<file path="src/rtl/sobel_frame_sequencer.sv">
// rtl/sobel_frame_sequencer.sv - frame sequencer for a 3x3 Sobel line-buffer datapath
//
// Sequences one frame through FILL (prime IMG_W+1 pixels), STREAM (one centre
// output per accepted pixel) and FLUSH (IMG_W+1 zero-fed shifts to drain the
// last centres). It produces the shift/valid controls and centre coordinates.
//
// Ports:
//   iCLK         clock, rising edge
//   iRST         asynchronous active-low reset
//   iSTART       single-cycle frame-start request (honoured in IDLE only)
//   iDVAL        upstream pixel valid
//   oSHIFT_EN    advance the line-buffer shift register this cycle
//   oZERO_IN     shift in 0 instead of the pixel (FLUSH only)
//   oDVAL        kernel centre pixel valid this cycle
//   oX, oY       kernel centre column / row
//   oEDGE_*      border flags of the current centre (valid with oDVAL)
//   oBUSY        high outside IDLE
//   oFRAME_DONE  one-cycle pulse after the last output pixel
module sobel_frame_sequencer #(
    parameter int IMG_W = 640,
    parameter int IMG_H = 480
) (
    input  logic                     iCLK,
    input  logic                     iRST,
    input  logic                     iSTART,
    input  logic                     iDVAL,
    output logic                     oSHIFT_EN,
    output logic                     oZERO_IN,
    output logic                     oDVAL,
    output logic [$clog2(IMG_W)-1:0] oX,
    output logic [$clog2(IMG_H)-1:0] oY,
    output logic                     oEDGE_N,
    output logic                     oEDGE_S,
    output logic                     oEDGE_W,
    output logic                     oEDGE_E,
    output logic                     oBUSY,
    output logic                     oFRAME_DONE
);

    localparam int XW = $clog2(IMG_W);
    localparam int YW = $clog2(IMG_H);
    localparam int CW = $clog2(IMG_W * IMG_H);
    localparam int FW = $clog2(IMG_W + 1);

    localparam logic [CW-1:0] PRIME_IDX = CW'(IMG_W);
    localparam logic [CW-1:0] LAST_IDX  = CW'(IMG_W * IMG_H - 1);
    localparam logic [FW-1:0] FLUSH_END = FW'(IMG_W);
    localparam logic [XW-1:0] X_MAX     = XW'(IMG_W - 1);
    localparam logic [YW-1:0] Y_MAX     = YW'(IMG_H - 1);

    typedef enum logic [1:0] {
        S_IDLE   = 2'd0,
        S_FILL   = 2'd1,
        S_STREAM = 2'd2,
        S_FLUSH  = 2'd3
    } state_t;

    state_t        r_state;
    logic [CW-1:0] r_in_cnt;
    logic [FW-1:0] r_flush_cnt;
    logic [XW-1:0] r_x;
    logic [YW-1:0] r_y;
    logic          r_frame_done;

    logic w_accept;
    logic w_out;

    // Controls follow iDVAL in the same cycle, so they are decoded from the
    // registered state rather than registered themselves; reset forcing IDLE
    // therefore drops them immediately.
    assign w_accept = iDVAL && (r_state == S_FILL || r_state == S_STREAM);
    assign w_out    = (r_state == S_STREAM && iDVAL) || (r_state == S_FLUSH);

    always_ff @(posedge iCLK or negedge iRST) begin
        if (!iRST) begin
            r_state      <= S_IDLE;
            r_in_cnt     <= '0;
            r_flush_cnt  <= '0;
            r_x          <= '0;
            r_y          <= '0;
            r_frame_done <= 1'b0;
        end else begin
            r_frame_done <= 1'b0;
            case (r_state)
                S_IDLE: begin
                    // A pixel coincident with iSTART is not accepted.
                    if (iSTART) begin
                        r_state  <= S_FILL;
                        r_in_cnt <= '0;
                        r_x      <= '0;
                        r_y      <= '0;
                    end
                end
                S_FILL: begin
                    if (iDVAL) begin
                        r_in_cnt <= r_in_cnt + CW'(1);
                        if (r_in_cnt == PRIME_IDX)
                            r_state <= S_STREAM;
                    end
                end
                S_STREAM: begin
                    if (iDVAL) begin
                        if (r_in_cnt == LAST_IDX) begin
                            r_state     <= S_FLUSH;
                            r_in_cnt    <= '0;
                            r_flush_cnt <= '0;
                        end else begin
                            r_in_cnt <= r_in_cnt + CW'(1);
                        end
                    end
                end
                S_FLUSH: begin
                    if (r_flush_cnt == FLUSH_END) begin
                        r_state      <= S_IDLE;
                        r_flush_cnt  <= '0;
                        r_frame_done <= 1'b1;
                    end else begin
                        r_flush_cnt <= r_flush_cnt + FW'(1);
                    end
                end
                default: r_state <= S_IDLE;
            endcase

            // Centre coordinates step after every qualified output.
            if (w_out) begin
                if (r_x == X_MAX) begin
                    r_x <= '0;
                    r_y <= (r_y == Y_MAX) ? '0 : r_y + YW'(1);
                end else begin
                    r_x <= r_x + XW'(1);
                end
            end
        end
    end

    assign oSHIFT_EN   = w_accept || (r_state == S_FLUSH);
    assign oZERO_IN    = (r_state == S_FLUSH);
    assign oDVAL       = w_out;
    assign oX          = r_x;
    assign oY          = r_y;
    assign oEDGE_N     = (r_y == '0);
    assign oEDGE_S     = (r_y == Y_MAX);
    assign oEDGE_W     = (r_x == '0);
    assign oEDGE_E     = (r_x == X_MAX);
    assign oBUSY       = (r_state != S_IDLE);
    assign oFRAME_DONE = r_frame_done;

endmodule

</file>
<file path="config.mk">
export PLATFORM = sky130hd
export DESIGN_NAME = sobel_frame_sequencer
export DESIGN_NICKNAME = d
export VERILOG_FILES = /design/src/rtl/sobel_frame_sequencer.sv
export SDC_FILE = /design/constraint.sdc
export NUM_CORES = 1
export LEC_CHECK = 0
export CAP_MARGIN = 20
export CORE_MARGIN = 5
export CORE_UTILIZATION = 57
export DETAILED_ROUTE_END_ITERATION = 8
export PLACE_DENSITY = 0.82
export SYNTH_ARGS = -nofsm -noshare
export SYNTH_HDL_FRONTEND = slang
export SYNTH_SLANG_ARGS = --single-unit
</file>
<file path="constraint.sdc">
create_clock -name iCLK -period 2.66 [get_ports iCLK]
set_input_delay 0.798 -clock iCLK [delete_from_list [all_inputs] [get_ports iCLK]]
set_output_delay 0.798 -clock iCLK [all_outputs]
set_load 0.02 [all_outputs]
</file>
# Yosys cells after proc, flatten, opt, wreduce, memory -nomap -nowiden
# Index checks and enable logic that the tools add are counted.
[totals] word_cells=68 output_inout_bits=28 ff_bits=51 in_bits=4
[op_classes] n_reduce_logical=17 n_addsub=4 n_mux=27 n_eq_ne=14
[ops] cell="2-to-1 mux 19 bit" count=4
[ops] cell="2-to-1 mux 10 bit" count=7
[ops] cell="one-hot mux 19 bit (3 select lines)" count=1
[ops] cell="2-to-1 mux 9 bit" count=5
[ops] cell="adder 10 x 1 -> 10 bit, second input constant" count=2
[ops] cell="equality test 10 bit, second input constant" count=2
[ops] cell="one-hot mux 10 bit (2 select lines)" count=1
[ops] cell="adder 19 x 1 -> 19 bit, second input constant" count=1
[ops] cell="equality test 19 x 10 -> 1 bit, second input constant" count=1
[ops] cell="equality test 19 bit, second input constant" count=1
[ops] cell="2-to-1 mux 2 bit" count=6
[ops] cell="logical NOT 10 bit" count=1
[ops] cell="adder 9 x 1 -> 9 bit, second input constant" count=1
[ops] cell="equality test 9 bit, second input constant" count=1
[ops] cell="logical NOT 9 bit" count=1
[ops] cell="one-hot mux 2 bit (4 select lines)" count=1
[ops] cell="nonzero test 2 bit" count=4
[ops] cell="inequality test 2 x 1 -> 1 bit, second input constant" count=3
[ops] cell="inequality test 2 bit, second input constant" count=3
[ops] cell="AND reduction 6 bit" count=1
[ops] cell="equality test 2 bit, second input constant" count=2
[ops] cell="AND reduction 4 bit" count=1
[ops] cell="logical OR 1 bit" count=3
[ops] cell="AND reduction 3 bit" count=1
[ops] cell="other kinds (6)" count=8

# Logic depth before layout (Yosys ltp)
[logic_depth] depth_word=5 mapped_depth=8 ltp_nobuf=8

# Worst setup path after synthesis
# No wires, ideal clock.
[synth_timing] path_kind="register -> output" start="register r_y[1] (netlist: oY[1])" end="output port oEDGE_S" slack_ps=250 path_stages_with_launch=4 arrival_ps=1612 cell_sequence="dfrtp_1 ha_1 nand3_1 nor4_1"
[synth_via] elab_chain_cells=1
[synth_lines] element="start: declaration" line_no="62" rtl="logic [YW-1:0] r_y;"
[synth_lines] element="start signal: assignment" line_no="128" rtl="r_y <= (r_y == Y_MAX) ? '0 : r_y + YW'(1);"
[synth_lines] element="equality test 9 bit" line_no="142" rtl="assign oEDGE_S = (r_y == Y_MAX);"
[synth_lines] element="end: declaration" line_no="33" rtl="output logic oEDGE_S,"
# Every way passes these cells.

# Worst setup path in the final report
[layout_timing] start="register r_y[0] (netlist: oY[0])" end="output port oEDGE_S"
# The elaborated chain is that of the path after synthesis.

==> flow_summary.toml <==
[worst_setup_path]
crit_fanout = 4
regToRegSetupSlack_ns = 0.39
setup.worst_path.start = "oY[0]"
r2r-end = "r_flush_cnt[6]"
path_class = "flip-flop to output pin"
cp_data_arrival_time_ns = 1.75
crit_path_start_kind = "flip-flop"
crit_path_end = "oEDGE_S"
reg2regPathDepth = 5
worstReg2RegStart = "r_in_cnt[12]"
crit_required_ns = 1.86
end_kind = "output pin"

[pwr]
swShare_pct = 24.5
p_comb_share_pct = 7.8
intPower_mw = 1.17
peakVddDrop_mv = 0.438
powerDensity_mw_per_mm2 = 426
seq_power_share_pct = 56.3
switchingPower_mw = 0.380
p_clk_share_pct = 35.9
p_leak_nw = 1.62

[clock_tree]
cts_hold_buffers = 0
cts_buffers = 5
post_cts_buffers = 0
cts_buffer_depth = 2
clk_latency_ns = 0.30
clock_sinks = 51
root_buffer = "clkbuf_8"
h-tree-depth = 2
cts_tree = "yes"
path_clk_slew_ns = 0.09

[timing]
worstMarginPinSlew_ns = 0.888
fin_tns_setup_ns = 0
hold_violations = 0
finalSetupViolations = 0
fin_worst_skew_ns = 0.00439
period_share_pct = 95.9
fmax_mhz = 392
relSlewSlack_pct = 40.3
drv_slew = 0
period_needed_ns = 2.55

[route]
drt_first_iter_violations = 192
dr.pass1.iters = 6
dr.max_layer_used = "met4"
wl_met1_um = 3210
drcViolationCount = 0
dr_total_vias = 2818
via_per_inst = 5.96
dr_wl_met2_um = 3350
wl_met3_um = 265
post_drt_wl_per_cell_um = 14.6
antenna_left = 0
wirelength_um = 6890

[yosys]
syn_inst = 346
synthTopCellsByArea = "dfrtp_1, o21ai_0, ha_1"
synth_top_cell_by_area = "dfrtp_1"
synth.distinct_cells = 44
synth-async-reset-ratio_pct = 100
ys_warn_count = 0
synth_top_area_share_pct = 42.8
synth_edf_count = 0
synth_ff_type = "dfrtp_1"
synthTopCellsByCount = "dfrtp_1, o21ai_0, nor2_1"
ys_ff_latch = 51
postSynthAreaPerCell_um2 = 8.62
ys_seq_area_share_pct = 42.8
netlist_area_mm2 = 0.00298
yosysMostFrequentCell = "dfrtp_1"
syn-num-nets = 362

[placement]
place_congestion = 0.868
port_buffers = 31
place_hpwl_um = 5080
place_area_mm2 = 0.00354

[global_route]
grt_overflow_total = 0
grt_pass1_vias = 2609
grt_first_pass_wirelength_um = 11800
grt.total_usage_pct = 22.1
antenna_found_initial = 0
grt_max_degree = 26

[finish]
drive_above_1_share_pct = 11.4
nets = 418
regArea_mm2 = 0.00128
fillers = 413
final_area_mm2 = 0.00365
num_antenna_cells = 0
final_core_util_pct = 71.4
multi_input_area_mm2 = 0.00160
syn_to_final_growth_pct = 22.4

[die]
die_x_um = 82.3
ioPinCount = 32
num_rows = 26
dieArea_mm2 = 0.00678
die_y_um = 82.3
core_mm2 = 0.00511
initial_core_util_pct = 58.4

[job]
cap_violations = 0

[min_path]
hold_path_class = "flip-flop to flip-flop"

[status]
outcome = "completed"
power groups by stage:
stage	sequential, mW	clock (mW)	combinational, mW
2_1_floorplan	0.874	0	0.0803
3_3_place_gp	0.888	0	0.118
3_5_place_dp	0.889	0	0.124
4_1_cts	0.874	0.574	0.125
5_1_grt	0.884	0.605	0.144
6_report	0.876	0.558	0.122
sequential cells by signal, indices dropped and copies added (netlist names):
register	flops
oY	9
oX	10
r_state	2
r_flush_cnt	10
oFRAME_DONE	1
r_in_cnt	19
layout by cell type (no fill, tap or decap), types with 6 or more instances in the layout:
master,netlist,final
a21oi_1,7,6
a22o_1,8,8
and3_1,10,10
buf_4,0,28
clkbuf_8,0,6
clkdlybuf4s50_1,0,24
dfrtp_1,51,51
ha_1,12,12
inv_1,19,19
nand2_1,36,36
nand3_1,30,30
nand4_1,6,6
nor2_1,37,37
nor4_1,11,10
o21ai_0,41,41
o31ai_1,11,11
routing by layer:
| layer | track usage (%) | vias to the layer above |
|---|---|---|
| met2 | 35.9 | 64 |
| met3 | 2.93 | 7 |
| met4 | 6.81 | 0 |
| li1 | - | 1383 |
| met5 | 0 | - |
| met1 | 30.6 | 1364 |
how the worst min path moves through the flow:
stage	from	end	slack [ns]	depth (start not counted)
after CTS	r_flush_cnt[9]	r_flush_cnt[9]	0.49	1
after global routing	r_flush_cnt[9]	r_flush_cnt[9]	0.51	1
final	r_flush_cnt[9]	r_flush_cnt[9]	0.49	1
after floorplan	r_flush_cnt[9]	r_flush_cnt[9]	0.45	1
after global placement	r_flush_cnt[9]	r_flush_cnt[9]	0.46	1
after detailed placement	r_flush_cnt[9]	r_flush_cnt[9]	0.48	1
through the flow:
stage          instances  setup slack (ns)  total power [mW]  hold WS, ns
2_1_floorplan        346             0.250             0.954        0.445
3_3_place_gp         465            -0.269              1.01        0.462
3_5_place_dp         465            -0.277              1.01        0.477
4_1_cts              473           0.00606              1.57        0.492
5_1_grt              473           -0.0233              1.63        0.513
6_report             473             0.109              1.55        0.490
repair_timing:
action,4_1_cts,5_1_grt
resized for setup,9,8
pin swaps,0,1
endpoints found under the setup margin,6,4
cloned,0,0
kinds of logic after synthesis:
kind of cell	synth area share (%)
compound gates	19.9
xor+xnor	2.06
fa+ha+maj	5.04
buf+inv	3.94
flops	42.8
mux	0.378
simple gates	25.9
final cells by class:
type,instances,area share [%]
multi-input combinational,266,43.8
sequential,51,35.0
timing repair buffer,59,13.6
tap,70,2.40
clock buffer,6,2.26
inverter,19,1.95
clock inverter,2,0.960
worst max-delay path, stage by stage, from the launching register on:
cell and delay, ns:
dfrtp_1 0.36, ha_1 0.24, nand3_1 0.17, nor4_2 0.33
clkdlybuf4s15_1 0.36
(Power assumes the default switching activity.)
